--- src/rtl/parking_pkg.sv ---
// rtl/parking_pkg.sv - shared types and constants for the parking sensor path
// Purpose: ranger state encoding, distance width/sentinel and the car-present
//          threshold shared with the occupancy counter.
// Ports:   none (package).
package parking_pkg;

  localparam int DIST_W = 13;
  localparam logic [DIST_W-1:0] FAR_VALUE = 13'h1FFF;
  localparam logic [DIST_W-1:0] PRESENT_CM = 13'd60;

  typedef enum logic [2:0] {
    IDLE      = 3'd0,
    TRIG      = 3'd1,
    WAIT_RISE = 3'd2,
    MEASURE   = 3'd3,
    HOLDOFF   = 3'd4
  } ranger_state_t;

  // FAR_VALUE is well above the threshold, so a missing echo reads as "empty".
  function automatic logic car_present(input logic [DIST_W-1:0] cm);
    return (cm < PRESENT_CM);
  endfunction

endpackage

--- src/rtl/echo_sync.sv ---
// rtl/echo_sync.sv - 2-FF synchroniser with registered rise/fall detection
// Purpose: bring an asynchronous level into the clock domain and flag its edges.
// Ports:   i_clk, i_rst_n (async, active-low), i_async (raw input),
//          o_sync (synchronised level), o_rise / o_fall (one-cycle edge flags).
module echo_sync (
  input  logic i_clk,
  input  logic i_rst_n,
  input  logic i_async,
  output logic o_sync,
  output logic o_rise,
  output logic o_fall
);

  logic r_meta;
  logic r_sync;
  logic r_prev;

  always_ff @(posedge i_clk or negedge i_rst_n) begin
    if (!i_rst_n) begin
      r_meta <= 1'b0;
      r_sync <= 1'b0;
      r_prev <= 1'b0;
    end else begin
      r_meta <= i_async;
      r_sync <= r_meta;
      r_prev <= r_sync;
    end
  end

  assign o_sync = r_sync;
  assign o_rise = r_sync & ~r_prev;
  assign o_fall = ~r_sync & r_prev;

endmodule

--- src/rtl/hcsr04_ranger.sv ---
// rtl/hcsr04_ranger.sv - HC-SR04 trigger generator and echo-width-to-cm converter
// Purpose: fire a trigger every PERIOD_CYCLES, time the echo pulse and report
//          floor(width / CYC_PER_CM) in cm, or FAR_VALUE on no echo / overrange.
// Ports:   sys_clk, sys_rst (async, active-low), echo (async sensor pin),
//          trig (sensor trigger), data (distance, held), data_valid (pulse),
//          timeout (pulse when data is FAR_VALUE).
module hcsr04_ranger
  import parking_pkg::*;
#(
  parameter int TRIG_CYCLES   = 500,
  parameter int CYC_PER_CM    = 2900,
  parameter int PERIOD_CYCLES = 3_000_000,
  parameter int RISE_TIMEOUT  = 250_000,
  parameter int MAX_CM        = 400
) (
  input  logic              sys_clk,
  input  logic              sys_rst,
  input  logic              echo,
  output logic              trig,
  output logic [DIST_W-1:0] data,
  output logic              data_valid,
  output logic              timeout
);

  localparam int PER_W   = (PERIOD_CYCLES > 1) ? $clog2(PERIOD_CYCLES) : 1;
  localparam int CNT_MAX = (TRIG_CYCLES > RISE_TIMEOUT) ? TRIG_CYCLES : RISE_TIMEOUT;
  localparam int CNT_W   = (CNT_MAX > 1) ? $clog2(CNT_MAX) : 1;
  localparam int SUB_W   = (CYC_PER_CM > 1) ? $clog2(CYC_PER_CM) : 1;

  localparam logic [PER_W-1:0]  PER_LAST  = PER_W'(PERIOD_CYCLES - 1);
  localparam logic [CNT_W-1:0]  TRIG_LAST = CNT_W'(TRIG_CYCLES - 1);
  localparam logic [CNT_W-1:0]  RISE_LAST = CNT_W'(RISE_TIMEOUT - 1);
  localparam logic [SUB_W-1:0]  SUB_LAST  = SUB_W'(CYC_PER_CM - 1);
  localparam logic [DIST_W-1:0] CM_LIMIT  = DIST_W'(MAX_CM);

  logic w_echo;
  logic w_rise;
  logic w_fall;

  echo_sync u_echo_sync (
    .i_clk   (sys_clk),
    .i_rst_n (sys_rst),
    .i_async (echo),
    .o_sync  (w_echo),
    .o_rise  (w_rise),
    .o_fall  (w_fall)
  );

  // Free-running period counter; its wrap to 0 is the only start condition.
  logic [PER_W-1:0] r_period;
  logic             w_period_zero;

  always_ff @(posedge sys_clk or negedge sys_rst) begin
    if (!sys_rst) begin
      r_period <= '0;
    end else if (r_period == PER_LAST) begin
      r_period <= '0;
    end else begin
      r_period <= r_period + 1'b1;
    end
  end

  assign w_period_zero = (r_period == '0);

  ranger_state_t     r_state, w_state_nxt;
  logic              r_trig, w_trig_nxt;
  logic [CNT_W-1:0]  r_cnt, w_cnt_nxt;
  logic [SUB_W-1:0]  r_sub, w_sub_nxt;
  logic [DIST_W-1:0] r_cm, w_cm_nxt;
  logic [DIST_W-1:0] r_data, w_data_nxt;
  logic              r_valid, w_valid_nxt;
  logic              r_timeout, w_timeout_nxt;

  // The cm count including this cycle's wrap, so a fall coinciding with the
  // wrap reports the incremented value.
  logic              w_wrap;
  logic [DIST_W-1:0] w_cm_step;
  logic              w_over;

  assign w_wrap    = (r_sub == SUB_LAST);
  assign w_cm_step = w_wrap ? (r_cm + 1'b1) : r_cm;
  assign w_over    = (w_cm_step > CM_LIMIT);

  always_ff @(posedge sys_clk or negedge sys_rst) begin
    if (!sys_rst) begin
      r_state   <= IDLE;
      r_trig    <= 1'b0;
      r_cnt     <= '0;
      r_sub     <= '0;
      r_cm      <= '0;
      r_data    <= FAR_VALUE;
      r_valid   <= 1'b0;
      r_timeout <= 1'b0;
    end else begin
      r_state   <= w_state_nxt;
      r_trig    <= w_trig_nxt;
      r_cnt     <= w_cnt_nxt;
      r_sub     <= w_sub_nxt;
      r_cm      <= w_cm_nxt;
      r_data    <= w_data_nxt;
      r_valid   <= w_valid_nxt;
      r_timeout <= w_timeout_nxt;
    end
  end

  always_comb begin
    w_state_nxt   = r_state;
    w_trig_nxt    = r_trig;
    w_cnt_nxt     = r_cnt;
    w_sub_nxt     = r_sub;
    w_cm_nxt      = r_cm;
    w_data_nxt    = r_data;
    w_valid_nxt   = 1'b0;
    w_timeout_nxt = 1'b0;

    case (r_state)
      IDLE: begin
        if (w_period_zero) begin
          w_state_nxt = TRIG;
          w_trig_nxt  = 1'b1;
          w_cnt_nxt   = '0;
        end
      end

      TRIG: begin
        if (r_cnt == TRIG_LAST) begin
          w_state_nxt = WAIT_RISE;
          w_trig_nxt  = 1'b0;
          w_cnt_nxt   = '0;
        end else begin
          w_cnt_nxt = r_cnt + 1'b1;
        end
      end

      WAIT_RISE: begin
        if (w_rise) begin
          w_state_nxt = MEASURE;
          w_sub_nxt   = '0;
          w_cm_nxt    = '0;
        end else if (r_cnt == RISE_LAST) begin
          w_state_nxt   = HOLDOFF;
          w_data_nxt    = FAR_VALUE;
          w_valid_nxt   = 1'b1;
          w_timeout_nxt = 1'b1;
        end else begin
          w_cnt_nxt = r_cnt + 1'b1;
        end
      end

      MEASURE: begin
        w_sub_nxt = w_wrap ? '0 : (r_sub + 1'b1);
        w_cm_nxt  = w_cm_step;
        // Overrange wins even when the fall lands on the wrap, so data never
        // leaves 0..MAX_CM or FAR_VALUE.
        if (w_over) begin
          w_state_nxt   = HOLDOFF;
          w_data_nxt    = FAR_VALUE;
          w_valid_nxt   = 1'b1;
          w_timeout_nxt = 1'b1;
        end else if (w_fall) begin
          w_state_nxt = HOLDOFF;
          w_data_nxt  = w_cm_step;
          w_valid_nxt = 1'b1;
        end
      end

      HOLDOFF: begin
        // A stuck-high echo keeps us here so the sensor is not re-triggered.
        if (!w_echo && w_period_zero) begin
          w_state_nxt = TRIG;
          w_trig_nxt  = 1'b1;
          w_cnt_nxt   = '0;
        end
      end

      default: begin
        w_state_nxt = IDLE;
        w_trig_nxt  = 1'b0;
      end
    endcase
  end

  assign trig       = r_trig;
  assign data       = r_data;
  assign data_valid = r_valid;
  assign timeout    = r_timeout;

endmodule
--- config.mk ---
export PLATFORM = sky130hd
export DESIGN_NAME = hcsr04_ranger
export DESIGN_NICKNAME = d
export VERILOG_FILES = /design/src/rtl/parking_pkg.sv /design/src/rtl/echo_sync.sv /design/src/rtl/hcsr04_ranger.sv
export SDC_FILE = /design/constraint.sdc
export NUM_CORES = 1
export LEC_CHECK = 0
export BUFFER_PORTS_ARGS = -buffer_cell sky130_fd_sc_hd__buf_2
export CAP_MARGIN = 20
export CORE_MARGIN = 2
export CORE_UTILIZATION = 50
export DETAILED_ROUTE_END_ITERATION = 10
export GPL_TIMING_DRIVEN = 0
export PLACE_DENSITY_LB_ADDON = 0.25
export SYNTH_ARGS = -nofsm -noshare
export SYNTH_HDL_FRONTEND = slang
export SYNTH_HIERARCHICAL = 1
export SYNTH_SLANG_ARGS = --single-unit
--- constraint.sdc ---
create_clock -name sys_clk -period 2.8 [get_ports sys_clk]
set_input_delay 0.42 -clock sys_clk [delete_from_list [all_inputs] [get_ports sys_clk]]
set_output_delay 0.42 -clock sys_clk [all_outputs]
set_load 0.01 [all_outputs]
# Word level (Yosys, flattened, before mapping)
# Cells that the tools add are included.
# totals
reg_bits	87
output_inout_bits	16
elab_cells	88
# op_classes
add_sub_neg	4
order_cmp	1
n_eq_ne	17
n_mux	37
bitwise	5
n_reduce_logical	12
# ops
operator	n
two-way mux 18 bit	5
two-way mux 13 bit	6
one-hot mux 18 bit (4 select lines)	1
one-hot mux 13 bit (2 select lines)	2
two-way mux 12 bit	2
one-hot mux 12 bit (2 select lines)	1
adder 22 x 1 -> 22 bit, second input constant	1
== test 22 bit, second input constant	1
zero test 22 bit	1
two-way mux 22 bit	1
two-way mux 3 bit	7
adder 18 x 1 -> 18 bit, second input constant	1
== test 18 bit, second input constant	1
== test 18 x 9 -> 1 bit, second input constant	1
one-hot mux 3 bit (5 select lines)	1
adder 13 x 1 -> 13 bit, second input constant	1
> comparator 13 x 9 -> 1 bit, second input constant	1
adder 12 x 1 -> 12 bit, second input constant	1
== test 12 bit, second input constant	1
inequality test 2 bit, second input constant	6
AND reduction 5 bit	2
two-way mux 1 bit	8
AND reduction 4 bit	2
== test 3 x 2 -> 1 bit, second input constant	2
other kinds (15)	20

# Logic depth before layout (Yosys ltp)
# Gate-level depths: netlist of the first run.
# depth
depth_word	5
mapped_depth	10
depth_no_buf	9

# Hierarchy
# Netlist of the first run, hierarchy kept.
# modules_own_cells
module	n_inst	cells_each	area_each_um2	seq_area_each_um2
hcsr04_ranger	1	508	4710.8	2118.3
echo_sync	1	5	90.1	75.1

# Worst setup path after synthesis of the first run
# OpenSTA, ideal clock, no wires.
# synth_timing
path_type	register -> register
from	register r_sub[7]
to	register r_data[0] (netlist: data[0])
setup_time_ns	0.096
arrival_time_ns	2.835
required_ns	2.704
slack_ns	-0.131
stages_incl_launch_ff	8
synth_period_minus_slack_ns	2.931
path_cell_list	dfrtp_1 > or3b_4 > or4_4 > or4_4 > xnor2_2 > a211o_2 > nor3_4 > a2bb2oi_1
# synth_via
elab_chain_len	5
elab_cells_between_ends	8
classes_between	1 x order compare; 2 x eq/ne; 4 x mux; 1 x reduce/logical
# synth_rtl
element	line	rtl
start: declaration	hcsr04_ranger.sv:68	logic [SUB_W-1:0] r_sub, w_sub_nxt;
start signal: assignment	hcsr04_ranger.sv:98	r_sub <= w_sub_nxt;
== test 12 bit (*)	hcsr04_ranger.sv:80	assign w_wrap = (r_sub == SUB_LAST);
two-way mux 13 bit (*)	hcsr04_ranger.sv:81	assign w_cm_step = w_wrap ? (r_cm + 1'b1) : r_cm;
> comparator 13 x 9 -> 1 bit / two-way mux 13 bit (equally long branches)	hcsr04_ranger.sv:82, hcsr04_ranger.sv:160	
inequality test 3 x 2 -> 1 bit (no line) / two-way mux 13 bit (equally long branches)	--	
AND reduction 4 bit (no line) / one-hot mux 13 bit (2 select lines) (equally long branches)	--	
end signal: assignment	hcsr04_ranger.sv:100	r_data <= w_data_nxt;
end: declaration	hcsr04_ranger.sv:70	logic [DIST_W-1:0] r_data, w_data_nxt;
# Every way passes the cells marked *; elsewhere a longest branch is shown, timed or not. The select of a mux whose other input is x is not followed.
# A chain may end at the register's enable or synchronous reset.

# Final worst setup path of the first run
# layout_timing
from	register r_sub[5]
to	register r_state[2]
# layout_via
elab_chain_len	5
elab_cells_between_ends	7
classes_between	1 x order compare; 2 x eq/ne; 3 x mux; 1 x reduce/logical
# layout_rtl
element	line	rtl
== test 12 bit (*)	hcsr04_ranger.sv:80	
two-way mux 13 bit (*)	hcsr04_ranger.sv:81	
> comparator 13 x 9 -> 1 bit (*)	hcsr04_ranger.sv:82	assign w_over = (w_cm_step > CM_LIMIT);
inequality test 3 x 2 -> 1 bit (no line) / two-way mux 3 bit (equally long branches)	--	
AND reduction 5 bit (no line) / one-hot mux 3 bit (5 select lines) (equally long branches)	--	
end signal: assignment	hcsr04_ranger.sv:95	r_state <= w_state_nxt;
end: declaration	hcsr04_ranger.sv:65	ranger_state_t r_state, w_state_nxt;
# Every way passes the cells marked *; elsewhere a longest branch is shown, timed or not.

==> results.py, run 1 <==
metrics = {
    "outcome": {
        "status": "complete, no violations",
    },
    "logic_synthesis": {
        "synth_cells": 513,
        "synthFlopType": "dfrtp_1",
        "yosysSeqAreaShare_pct": 45.69,
        "synth_top_area_cell": "dfrtp_1",
        "synthesis.area_mm2": 0.004801,
        "synth_edf_count": 0,
        "ys.warnings.count": 6,
        "synthTopCellsByArea": "dfrtp_1, dfstp_2, o21ai_0",
        "synth_top_area_share_pct": 38.57,
        "synth_seq_cells": 87,
        "synth_cell_types": 64,
        "synth-async-reset-ratio_pct": 100.0,
        "synth_nets": 521,
        "avgSynthCellArea_um2": 9.358,
    },
    "die": {
        "die_x_um": 102.0,
        "die-height_um": 102.0,
        "num_rows": 35,
        "start_util_pct": 51.71,
        "core_area_mm2": 0.009284,
        "io-pin-count": 19,
        "die_area_mm2": 0.01040,
    },
    "critical_path": {
        "cp_data_arrival_time_ns": 2.99,
        "critPathBufInv": 1,
        "worst-setup-path-type": "reg -> reg",
        "crit_slowest_cell": "or4_4",
        "crit_fanout": 10,
        "path_cells": "or3b_4 -> or4_4 -> or4_4 -> xnor2_2 -> a211oi_2 -> a31oi_4 -> buf_8 -> o21bai_1",
        "cpPeakStageDelay_ns": 0.46,
        "critPathLaunchType": "flop",
        "r2r_cells": 8,
        "cp_common_cell": "or4_4",
        "path_depth": 8,
        "cp.required_ns": 3.04,
        "ff2ff_setup_slack_ns": 0.05,
        "reg2reg_to": "r_state[2]",
        "crit_path_end_kind": "flop",
        "critical-path-top-delay-family": "simple AND/OR/NAND/NOR gates",
        "r2r-start": "r_sub[5]",
    },
    "timing": {
        "slew_headroom_pct": 50.19,
        "post-route-min-period_ns": 2.753,
        "finClkSkew_ns": 0.01036,
        "rsz0062_at_grt": "true",
        "max_freq_ghz": 0.3633,
        "fin_crit_sh_pct": 98.30,
        "tightestPinTransition_ns": 0.7471,
        "fin_setup_tns_ns": 0,
        "finalHoldViolCount": 0,
        "setup_violations": 0,
        "setup_ws_ns": 0.04746,
        "drv_slew": 0,
    },
    "power_and_ir_drop": {
        "ir_drop_v": 0.0002746,
        "p_per_area_mw_per_mm2": 406.7,
        "leakagePower_uw": 0.002314,
    },
    "detailed_routing": {
        "drtAntennaViolNets": 0,
        "via_count": 3979,
        "via_per_inst": 5.817,
        "wirelength_um": 10640,
        "drc": 0,
        "firstDrtPassIters": 4,
        "drt_iter0_drc": 177,
        "wl_per_cell_um": 15.55,
    },
    "run": {
        "maxCapViolCount": 0,
    },
    "cts": {
        "clock_path_buffers": 2,
        "clk_pin_slew_worst_paths_ns": 0.09,
        "cts-htree-levels": 3,
        "clock-root-buffer": "clkbuf_8",
        "cts_made_buffers": 9,
        "clkLatencyLatePin_ns": 0.36,
        "hold_buffers": 0,
        "clock_sinks": 87,
        "cts_tree": "built",
    },
    "place": {
        "hpwlAfterDp_um": 7356,
        "io_buffers": 18,
        "place_ws_ns": -0.3513,
        "gp_congestion": 0.8471,
    },
    "global_routing": {
        "grt_pass1_vias": 3704,
        "grt_antenna_before_repair": 0,
        "grt_usage_pct": 20.98,
        "grt.overflow.total": 0,
        "grt_max_degree": 45,
        "grt_pass1_wl_um": 17460,
    },
    "finish": {
        "area_growth_pct": 13.92,
        "layout-drive-gt1-share_pct": 18.56,
        "antenna_cells": 0,
        "nNetsFinal": 558,
    },
    "min_path": {
        "hp-class": "in -> async",
    },
}
-- Yosys cell counts (3+ instances only) --
master / count
a21o_1: 4
a21oi_1: 19
a2bb2oi_2: 8
and2_1: 5
and3_1: 17
and4_1: 5
buf_2: 3
clkbuf_1: 20
dfrtp_1: 74
dfstp_2: 13
ha_1: 5
inv_1: 11
nand2_1: 53
nand2b_1: 3
nand3_1: 23
nand4_1: 12
nand4b_1: 3
nor2_1: 49
nor2b_1: 4
nor3_1: 11
nor3b_1: 3
nor4_1: 10
o211ai_1: 5
o21ai_0: 46
o21ai_1: 3
o31a_1: 3
o31ai_1: 11
or3_1: 6
or4_1: 5
xnor2_1: 22
xor2_1: 16
-- registers in the layout, summed over array words and instances, names as in the netlist --
name / count
u_echo_sync/r_meta: 1
r_cnt: 18
r_sub: 12
u_echo_sync/o_sync: 1
data_valid: 1
data: 13
trig: 1
r_state: 3
r_cm: 13
timeout: 1
u_echo_sync/r_prev: 1
r_period: 22
-- area by class of cell --
cell class / instances / area (um2)
sequential: 87 / 2196
clock buffer: 11 / 151.4
multi-input combinational: 390 / 2555
tap: 129 / 161.4
clock inverter: 5 / 63.81
fill: 831 / 3815
inverter: 11 / 41.29
buffer: 25 / 122.6
timing repair buffer: 26 / 177.7
-- logic make-up (layout without fill, tap and decap cells) --
| kind of cell | count (synthesis) | after routing | share of synthesized area (%) |
|---|---|---|---|
| and+or+nand+nor | 223 | 223 | 24.73 |
| xor gates and xnor gates | 39 | 39 | 7.271 |
| DFF | 87 | 87 | 45.69 |
| adders and majority gates | 5 | 5 | 1.303 |
| buffers and inverters | 36 | 78 | 3.127 |
| muxes | 1 | 1 | 0.2085 |
| AOI/OAI and AO/OA | 122 | 122 | 17.67 |
-- per-stage QoR --
step | hold slack [ns] | cell area [um2] | utilization, % | std cells | total power (uW)
final | 0.04724 | 5469 | 58.91 | 684 | 2224
after global routing | 0.08099 | 5469 | 58.91 | 684 | 2311
after CTS | 0.06268 | 5365 | 57.79 | 681 | 2250
after detailed placement | 0.3834 | 5087 | 54.80 | 661 | 1318
after global placement | 0.3699 | 5065 | 54.56 | 660 | 1314
after floorplan | 0.1244 | 4813 | - | 513 | 1287
-- what timing repair did --
item                       in CTS  in global routing
setup endpoints to repair      20                 42
resized for setup               5                 22
buffers inserted                4                  3
pin swaps                       3                  2
-- layer usage --
layer	routed length, um	track usage [%]
met1	4771	27.36
met2	5383	36.64
met3	420	4.309
met4	62	3.795
met5	0	0
-- cell usage in the layout, fill, tap and decap left out, types with 3 or more instances in the layout --
master / instances
a21o_1: 4
a21oi_1: 19
a2bb2oi_2: 8
and2_1: 5
and3_1: 17
and4_1: 5
buf_2: 20
buf_4: 7
clkbuf_1: 17
clkbuf_8: 11
dfrtp_1: 72
dfstp_2: 13
ha_1: 3
inv_1: 11
nand2_1: 52
nand2b_1: 3
nand3_1: 23
nand4_1: 12
nand4b_1: 3
nor2_1: 48
nor2b_1: 4
nor3_1: 9
nor4_1: 7
nor4_2: 3
o211ai_1: 5
o21ai_0: 45
o31a_1: 3
o31ai_1: 11
or3_1: 6
or4_1: 5
xnor2_1: 22
xor2_1: 16
-- where the power goes --
group	internal, uW	leakage, uW	switching [uW]
clock network	468	0.000106	464
logic	5.68	0.00108	26.9
registers	1260	0.00112	1.34
total	1730	0.00231	493
-- worst max-delay path by stage --
stage	start	endpoint	slack (ns)
floorplan	r_sub[7]	data[0]	-0.02
global placement	r_sub[0]	data[0]	-0.26
detailed placement	r_sub[0]	data[0]	-0.35
CTS	r_cm[1]	r_state[0]	0.0003
global route	r_sub[5]	r_state[2]	-0.04
finish	r_sub[5]	r_state[2]	0.05
No activity file was read; power rests on OpenSTA's default activity.
==> run 2: changes to the inputs <==
- ABC_AREA: unset -> 1
==> run 2 against run 1 <==
- first-iteration DRC count grew 100%
- global-route usage grew 1.6 points
- register-to-register slack gained 0.24 ns
- final area grew 3.5%
- sequential share of layout area shrank 1.4 points
- cell count grew 27%
- synthesized cell count grew 36%
- power shrank 4.8%
- clock power shrank 12%
- sequential cell count is the same
- largest cell class unchanged
==> results.py, run 2 <==
metrics = {
    "outcome": {
        "status": "complete, no violations",
    },
    "finish": {
        "multi_input_area_mm2": 0.002520,
        "n_fill_cell": 966,
        "area_growth_pct": 9.357,
        "largest_register_ffs": 22,
        "layout_common_cells": "nand2_1, inv_1, dfrtp_1",
        "top_regs": "r_period x22, r_cnt x18",
        "top_register": "r_period",
        "final_common_cell": "nand2_1",
        "stdcell_area_mm2": 0.005659,
        "seq_area_mm2": 0.002193,
        "antenna_cells": 0,
        "layout-drive-gt1-share_pct": 12.43,
        "nNetsFinal": 735,
    },
    "detailed_routing": {
        "drc": 0,
        "drt_iter0_drc": 362,
        "via_count": 4706,
        "firstDrtPassIters": 5,
        "via_per_inst": 5.422,
        "wirelength_um": 11910,
        "drtAntennaViolNets": 0,
        "wl_per_cell_um": 13.72,
    },
    "global_routing": {
        "grt.overflow.total": 0,
        "met1_usage_pct": 31.86,
        "use_met2_pct": 35.58,
        "grt_antenna_before_repair": 0,
        "grt_max_degree": 67,
        "grt_pass1_vias": 4384,
        "grt_busiest_layer": "met2",
        "use_met3_pct": 3.401,
        "grt_usage_pct": 22.56,
        "grt_pass1_wl_um": 20550,
    },
    "critical_path": {
        "r2r_cells": 7,
        "crit_slowest_cell": "nand4_1",
        "critPathBufInv": 1,
        "crit_fanout": 7,
        "crit_path_end_kind": "flop",
        "reg2reg_to": "data[12]",
        "critical-path-top-delay-family": "simple AND/OR/NAND/NOR gates",
        "path_depth": 7,
        "critPathLaunchType": "flop",
        "cpPeakStageDelay_ns": 0.49,
        "ff2ff_setup_slack_ns": 0.29,
        "r2r-start": "r_cnt[0]",
        "cp.required_ns": 3.09,
        "worst-setup-path-type": "reg -> reg",
        "cp_data_arrival_time_ns": 2.80,
        "path_cells": "ha_1 -> nand3_1 -> nor3_1 -> nand4_1 -> o21ai_0 -> inv_2 -> nand2_1",
    },
    "power_and_ir_drop": {
        "seq_power_share_pct": 59.5,
        "p_per_area_mw_per_mm2": 374.1,
        "ir_drop_v": 0.0002890,
        "leakagePower_uw": 0.002668,
        "p_sw_uw": 483.5,
        "power_frac_clock_pct": 38.8,
        "power_frac_comb_pct": 1.7,
        "totalPowerFinal_uw": 2117,
        "switching_share_pct": 22.83,
        "p_int_uw": 1634,
    },
    "logic_synthesis": {
        "synth-async-reset-ratio_pct": 100.0,
        "synthFlopType": "dfrtp_1",
        "yosysSeqAreaShare_pct": 42.38,
        "synthesis.area_mm2": 0.005175,
        "avgSynthCellArea_um2": 7.435,
        "synth_seq_cells": 87,
        "synth_top_area_share_pct": 35.78,
        "synth_cell_types": 39,
        "ys.warnings.count": 6,
        "synth_cells": 696,
        "synthTopCellsByArea": "dfrtp_1, nand2_1, dfstp_2",
        "synth_top_area_cell": "dfrtp_1",
        "yosysMostFrequentCell": "nand2_1",
        "yosys-top-cells-count": "nand2_1, inv_1, dfrtp_1",
        "synth_edf_count": 0,
        "synth_nets": 704,
    },
    "place": {
        "io_buffers": 18,
        "gp_congestion": 0.9234,
        "hpwlAfterDp_um": 8536,
        "dpl_cell_area_mm2": 0.005465,
    },
    "cts": {
        "clock-root-buffer": "clkbuf_8",
        "clock_path_buffers": 2,
        "clock_sinks": 87,
        "clkLatencyLatePin_ns": 0.35,
        "clk_pin_slew_worst_paths_ns": 0.09,
        "cts_tree": "built",
        "cts_made_buffers": 9,
        "postCtsSetupBuffers": 0,
        "hold_buffers": 1,
        "cts-htree-levels": 3,
        "post_cts_resized": 0,
    },
    "timing": {
        "finClkSkew_ns": 0.007366,
        "whs_ns": 0.1736,
        "fin_setup_tns_ns": 0,
        "fin_crit_sh_pct": 89.66,
        "tightestPinTransition_ns": 0.6195,
        "max_freq_ghz": 0.3983,
        "finalHoldViolCount": 0,
        "post-route-min-period_ns": 2.511,
        "drv_slew": 0,
        "slew_headroom_pct": 58.54,
        "rsz0062_at_grt": "false",
        "setup_violations": 0,
    },
    "die": {
        "die_area_mm2": 0.01118,
        "io-pin-count": 19,
        "start_util_pct": 50.81,
        "core_area_mm2": 0.01018,
        "die-height_um": 105.7,
        "num_rows": 37,
        "die_x_um": 105.7,
    },
    "min_path": {
        "holdPathEnd": "u_echo_sync/r_meta",
        "hp-class": "in -> reg",
        "min-delay-start": "echo",
        "hold-path-cell-count": 1,
    },
    "run": {
        "maxCapViolCount": 0,
    },
}
## run 2: kinds of logic (layout without fill, tap and decap cells)
family | Yosys count | count (layout) | synth area share, %
AOI/OAI and AO/OA | 89 | 89 | 9.502
xor gates and xnor gates | 25 | 25 | 4.231
adders and majority gates | 5 | 5 | 1.209
buffers and inverters | 112 | 148 | 8.922
DFF | 87 | 87 | 42.38
and+or+nand+nor | 378 | 378 | 33.75
## run 2: worst max path at each step
stage,start,endpoint,slack (ns)
after floorplan,r_sub[0],r_state[2],0.81
after global placement,r_cnt[0],data[9],0.41
after detailed placement,r_cnt[0],data[12],0.41
after CTS,r_cnt[0],data[12],0.36
after global routing,r_period[0],r_period[20],0.11
final,r_cnt[0],data[12],0.29
## run 2: area by class of cell
class | count | share of cell area (%)
Buffer | 17 | 1.857
Clock buffer | 11 | 2.675
Timing Repair Buffer | 20 | 2.299
Multi-Input combinational cell | 497 | 44.53
Clock inverter | 5 | 0.5748
Sequential cell | 87 | 38.76
Inverter | 95 | 6.301
Tap cell | 136 | 3.007
## run 2: power by group through the flow
stage	combinational [uW]	clock (uW)	sequential, uW
final	35.1	822	1260
after global routing	41.2	901	1260
after CTS	37.5	854	1260
after detailed placement	36.4	0	1280
after global placement	30.8	0	1280
after floorplan	3.35	0	1280
## run 2: per-stage QoR
stage | utilization [%] | setup slack [ns] | std cells
6_report | 55.57 | 0.2894 | 868
2_1_floorplan | - | 0.8146 | 696
3_3_place_gp | 53.37 | 0.4134 | 850
4_1_cts | 55.57 | 0.3594 | 868
3_5_place_dp | 53.66 | 0.4078 | 851
5_1_grt | 55.57 | 0.1139 | 868
## run 2: worst register-to-register path: cells and delay by family, from the launching register on
kind / cells / cell delay [ns]
buf+inv: 1 / 0.11
fa+ha+maj: 1 / 0.24
flops: 1 / 0.44
compound gates: 1 / 0.41
simple gates: 4 / 1.25
## run 2: per-layer routing
layer  vias up  wire length (um)
met3        14               640
li1       2345                 -
met4         0               142
met5         -                 0
met2       139              5544
met1      2208              5586
